==> src/rtl/shift_left_seq.sv <==
// Multi-cycle logical left shifter: one bit per clock, with Carry/Overflow/Zero flags.
// Valid/ready on both sides; the state is exported on dbg_state for checkers.
module shift_left_seq #(
  parameter int WIDTH = 16,
  parameter int SHW   = 4
) (
  input  logic             Clock,
  input  logic             Reset,
  input  logic             InValid,
  output logic             InReady,
  input  logic [WIDTH-1:0] A,
  input  logic [SHW-1:0]   SHAMT,
  output logic             OutValid,
  input  logic             OutReady,
  output logic [WIDTH-1:0] OutputSLL,
  output logic             Carry,
  output logic             Overflow,
  output logic             Zero,
  output logic [1:0]       dbg_state
);

  // Handshake: a transfer happens on a rising edge where valid && ready are
  // both high. The producer holds valid (and data) until that edge. The
  // consumer may hold OutReady low indefinitely; outputs stay frozen meanwhile.

  typedef enum logic [1:0] {
    IDLE  = 2'd0,
    SHIFT = 2'd1,
    DONE  = 2'd2
  } state_t;

  state_t           state;
  state_t           state_next;
  logic [WIDTH-1:0] sreg;
  logic [SHW-1:0]   count;
  logic             carry_q;
  logic             ovf_q;
  logic             accept;

  assign accept = InValid && InReady;

  always_ff @(posedge Clock or posedge Reset) begin
    if (Reset) begin
      state <= IDLE;
    end else begin
      state <= state_next;
    end
  end

  always_comb begin
    state_next = state;
    case (state)
      IDLE:    if (accept) state_next = (SHAMT != '0) ? SHIFT : DONE;
      SHIFT:   if (count == SHW'(1)) state_next = DONE;
      DONE:    if (OutReady) state_next = IDLE;
      default: state_next = IDLE;
    endcase
  end

  // Overflow looks at the pre-shift sign pair of every step, so any sign
  // change along the way sticks even if a later step flips it back.
  always_ff @(posedge Clock or posedge Reset) begin
    if (Reset) begin
      sreg    <= '0;
      count   <= '0;
      carry_q <= 1'b0;
      ovf_q   <= 1'b0;
    end else begin
      case (state)
        IDLE: begin
          if (accept) begin
            sreg    <= A;
            count   <= SHAMT;
            carry_q <= 1'b0;
            ovf_q   <= 1'b0;
          end
        end
        SHIFT: begin
          carry_q <= sreg[WIDTH-1];
          ovf_q   <= ovf_q | (sreg[WIDTH-1] ^ sreg[WIDTH-2]);
          sreg    <= {sreg[WIDTH-2:0], 1'b0};
          count   <= count - SHW'(1);
        end
        default: begin
        end
      endcase
    end
  end

  always_comb begin
    InReady   = (state == IDLE) && !Reset;
    OutValid  = (state == DONE);
    OutputSLL = sreg;
    Carry     = carry_q;
    Overflow  = ovf_q;
    Zero      = OutValid && (sreg == '0);
    dbg_state = state;
  end

endmodule

==> config.mk <==
export PLATFORM = sky130hd
export DESIGN_NAME = shift_left_seq
export DESIGN_NICKNAME = d
export VERILOG_FILES = /design/src/rtl/shift_left_seq.sv
export SDC_FILE = /design/constraint.sdc
export NUM_CORES = 1
export LEC_CHECK = 0
export BUFFER_PORTS_ARGS = -buffer_cell sky130_fd_sc_hd__buf_4
export CAP_MARGIN = 20
export CORE_ASPECT_RATIO = 1.1
export CORE_MARGIN = 5
export CORE_UTILIZATION = 42
export CTS_CLUSTER_SIZE = 20
export DETAILED_ROUTE_END_ITERATION = 8
export PLACE_DENSITY = 0.86
export SLEW_MARGIN = 20
export SYNTH_ARGS = -nofsm -noshare
export SYNTH_HDL_FRONTEND = slang
export SYNTH_SLANG_ARGS = --single-unit
export TNS_END_PERCENT = 50
==> constraint.sdc <==
create_clock -name Clock -period 1.5 [get_ports Clock]
set_input_delay 0.45 -clock Clock [delete_from_list [all_inputs] [get_ports Clock]]
set_output_delay 0.45 -clock Clock [all_outputs]
set_load 0.01 [all_outputs]
# Yosys cells after proc, flatten, opt, wreduce, memory -nomap -nowiden
# Index checks and enable logic that the tools add are counted.
# W data, S select, Z words.
[totals]
reg_bits = 24
inputBits = 24
elab_cells = 36
[classes]
addsub = 1
n_eq_ne = 6
muxes = 12
bitwise = 2
n_reduce_logical = 10
[ops]
columns = ["op", "count"]
rows = [
  ["$pmux W16 S2", 1],
  ["$logic_not A16 Y1", 1],
  ["$mux W16", 1],
  ["$mux W2", 4],
  ["$pmux W4 S2", 1],
  ["$pmux W2 S3", 1],
  ["$eq A4 B1 Y1 const B", 1],
  ["$mux W4", 1],
  ["$ne A2 B2 Y1 const B", 2],
  ["$pmux W1 S2", 2],
  ["$reduce_bool A4 Y1", 1],
  ["$sub A4 B1 Y4 const B", 1],
  ["$logic_and A1 B1 Y1", 3],
  ["$reduce_and A3 Y1", 1],
  ["$eq A2 B1 Y1 const B", 1],
  ["$eq A2 B2 Y1 const B", 1],
  ["$logic_not A2 Y1", 1],
  ["$ne A2 B1 Y1 const B", 1],
  ["$reduce_and A2 Y1", 1],
  ["$reduce_bool A2 Y1", 1],
  ["$logic_not A1 Y1", 1],
  ["$mux W1", 1],
  ["$or A1 B1 Y1", 1],
  ["$xor A1 B1 Y1", 1],
]

# Depth between registers and ports, before layout
[logic_depth]
word_depth = 5
ltp_mapped = 5
mapped_depth_nobuf = 5

# Least setup slack after synthesis
# No wires, ideal clock.
[synth_path]
path_kind = "register to output"
from = "register sreg[14], in the netlist OutputSLL[14]"
to = "output port Zero"
arrival_ps = 1290
required_ps = 1050
path_slack_ps = -240
stages_incl_launch_ff = 6
n_path_buf = 0
cell_sequence = "dfrtp_1 inv_1 ha_1 nor4b_1 nand4_1 nor4_1"
[synth_via]
elab_chain_cells = 2
[synth_rtl]
columns = ["item", "line", "rtl"]
rows = [
  ["start: declaration", "34", "logic [WIDTH-1:0] sreg;"],
  ["start signal: assignment", "81", "sreg <= {sreg[WIDTH-2:0], 1'b0};"],
  ["$logic_not A16 Y1", "96", "Zero = OutValid && (sreg == '0);"],
  ["$logic_and A1 B1 Y1", "96", ""],
  ["end: declaration", "18", "output logic Zero,"],
]
# Every way passes these cells.

# Worst setup path after layout
[layout_path]
from = "register sreg[15], in the netlist OutputSLL[15]"
to = "output port Zero"
# The elaborated chain is that of the path after synthesis.

==> impl_metrics.tcl <==
set metrics [dict create \
    synth-async-reset-ratio_pct 100.0 \
    p_per_area_mw_per_mm2 2243 \
    gp_congestion 0.8337 \
    synth_edf_count 0 \
    drv_slew 0 \
    cap_violations 0 \
    netlist_top_cells_area "dfrtp_1, o22ai_1, nor3_1" \
    dr.pass1.iters 4 \
    syn2layout_area_growth_pct 77.02 \
    fp-row-count 20 \
    min_period_ns 2.118 \
    fin_hold_ws_ns 0.2797 \
    clock_skew_ns 0.004416 \
    synthesis.nets 148 \
    layout_setup_ws_ns -0.6175 \
    clk_path_buf_depth 2 \
    p_int_mw 2.659 \
    whs_path_depth 2 \
    power_frac_seq_pct 27.5 \
    power.share.switching_pct 43.06 \
    rsz0062_at_grt "yes" \
    drc 0 \
    outcome "finished, violations left" \
    end_kind "output port" \
    crit_type "flop to output port" \
    htree_levels 1 \
    initial_core_util_pct 43.12 \
    clock_power_share_pct 7.8 \
    required_ns 1.05 \
    yosys.area_share.simple_pct 25.43 \
    num-nets-final 229 \
    vias 1439 \
    wl_per_cell_um 22.19 \
    setup-tns-final_ns -3.005 \
    clock_sinks 24 \
    hold_viol 0 \
    yosysTopAreaCellShare_pct 51.06 \
    layout-drive-gt1-share_pct 58.21 \
    slowest_delay_ns 0.42 \
    synth_compound_gate_area_share_pct 13.94 \
    power_switching_mw 2.011 \
    slowest_stage "dfrtp_1" \
    drt_wl_total_mm 5.193 \
    globalRouteOverflowTotal 0 \
    hp-start "OutReady" \
    tightest_slew_ns 0.5699 \
    path_delay_family "simple AND/OR/NAND/NOR gates" \
    via_per_inst 6.150 \
    synth_cell_types 29 \
    syn_area_per_cell_um2 9.720 \
    cp.buffers_inverters 2 \
    cts.clk_slew.worst_paths_ns 0.14 \
    synthMuxAreaShare_pct 0 \
    power.leakage_nw 0.9483 \
    antenna_left 0 \
    power_frac_comb_pct 64.7 \
    dp_hpwl_mm 2.708 \
    startpoint_type "flop" \
    worstReg2RegEnd "OutputSLL[6]" \
    netlist_instances 121 \
    yosysTopAreaCell "dfrtp_1" \
    die_h_um 65.50 \
    antenna_cells 0 \
    reg2reg_slack_ns -0.14 \
    die_w_um 60.46 \
    synthFlopType "dfrtp_1" \
    max_slew_margin_pct 61.66 \
    fmax_mhz 472.2 \
    grt_pass1_wl_mm 6.085 \
    synth_seq_cells 24 \
    failed_checks "negative setup slack" \
    dieArea_mm2 0.003960 \
    yosys.area_share.xor_xnor_pct 0 \
    crit_fanout 3 \
    ios 47 \
    place.port_buffers 46 \
    floorplan.core_area_mm2 0.002728 \
    hold_path_class "input port to flop" \
    vdd_drop_max_uv 1656 \
    cp.arrival_ns 1.67 \
    cts_made_buffers 3 \
    cts_tree "yes" \
    final_cell_mix "buf_4, buf_6, dfrtp_1, nor2_1, o22ai_2" \
    dr.first_iter.drc_count 81 \
    grtUsageTotal_pct 20.56 \
    yosysWarnings 0 \
    final_common_cell "buf_4" \
    setup-violations-final 30 \
    grt_pass1_vias 1325 \
    grt_antenna_before_repair 0 \
    clkLatencyLatePin_ns 0.34 \
    grt_max_degree 25 \
    rr_worst_depth 5 \
    holdPathEnd "dbg_state[1]" \
    yosysSeqAreaShare_pct 51.06 \
    synth_area_mm2 0.001176 \
    synth_adder_area_share_pct 3.191 \
    clockRootBuffer "clkbuf_4" \
    regToRegStartpoint "dbg_state[0]" \
    synth_top_family_by_area "simple AND/OR/NAND/NOR gates" \
    period_share_pct 141.2 \
    crit_path_cell_trace "inv_2 > ha_1 > nor4b_2 > nand4_1 > nor4_2 > buf_4" \
]
## power by group through the flow
stage / logic (mW) / registers [mW] / clock network [mW]
floorplan: 0.929 / 1.37 / 0
global placement: 2.13 / 1.21 / 0
detailed placement: 2.20 / 1.22 / 0
CTS: 2.32 / 1.22 / 0.353
global route: 3.20 / 1.31 / 0.392
finish: 3.02 / 1.29 / 0.365
## routing by layer
layer,track usage (%),share of wire (%),up-vias
met3,5.501,9.1,16
met2,35.41,51,97
met1,23.78,36,713
met4,8.130,4.2,0
li1,-,-,613
met5,0,0,-
## area by class of cell
| cell class | count | area, µm² |
|---|---|---|
| fillers | 141 | 645.6 |
| flip-flops and latches | 24 | 600.6 |
| inverters | 7 | 28.78 |
| well taps | 33 | 41.29 |
| repair buffers | 80 | 698.2 |
| multi-input cells | 86 | 676.9 |
| clock buffers | 4 | 36.28 |
## Yosys cell counts, types with 2 or more instances
master and n:
nand2b_1 2, buf_6 2, o21ai_0 2, inv_1 7, nand3_1 6, nor2_1 15, nand4_1 2, o22ai_1 16
ha_1 3, nand2_1 3, nor4_1 4, or3_1 2, nor3_1 13, a21oi_1 4, dfrtp_1 24, buf_2 3
## state kept, by name, summed over array words and instances (netlist names)
register,cells
OutputSLL,16
count,4
Overflow,1
dbg_state,2
Carry,1
## cells by family (layout without fill, tap and decap cells)
group                    Yosys count  in the layout
buffers and inverters             14             91
AO/OA/AOI/OAI                     26             26
flip-flops                        24             24
AND/OR/NAND/NOR                   54             57
adder cells (fa/ha/maj)            3              3
## worst reg2reg max path: cells and delay by family (launching register included)
kind,cells,cell delay (ns)
simple gates,2,0.69
compound gates,1,0.17
flops,1,0.42
buf+inv,2,0.26
## worst max-delay path by stage
stage	startpoint	to	slack, ns	cells after the start
floorplan	OutputSLL[14]	Zero	-0.14	5
global placement	OutputSLL[15]	Zero	-0.23	6
detailed placement	OutputSLL[14]	Zero	-0.27	6
CTS	OutputSLL[14]	Zero	-0.60	6
global route	OutputSLL[15]	Zero	-0.68	6
finish	OutputSLL[15]	Zero	-0.62	6
## stage by stage
step	cell area, µm²	setup WS [ns]	cells	util (%)	total power [mW]
after floorplan	1182	-0.1400	121	-	2.298
after global placement	1715	-0.2251	219	62.89	3.335
after detailed placement	1715	-0.2738	219	62.89	3.427
after CTS	1798	-0.6000	225	65.92	3.884
after global routing	2082	-0.6825	234	76.33	4.905
final	2082	-0.6175	234	76.33	4.670
## timing repair
action,in CTS,in global routing
gates cloned,0,4
gates resized for setup,9,49
endpoints found under the setup margin,5,36
pin swaps,4,19
endpoints found under the hold margin,0,0
buffers inserted,3,5
hold buffers,0,0
Power figures use the tool's default switching activity.
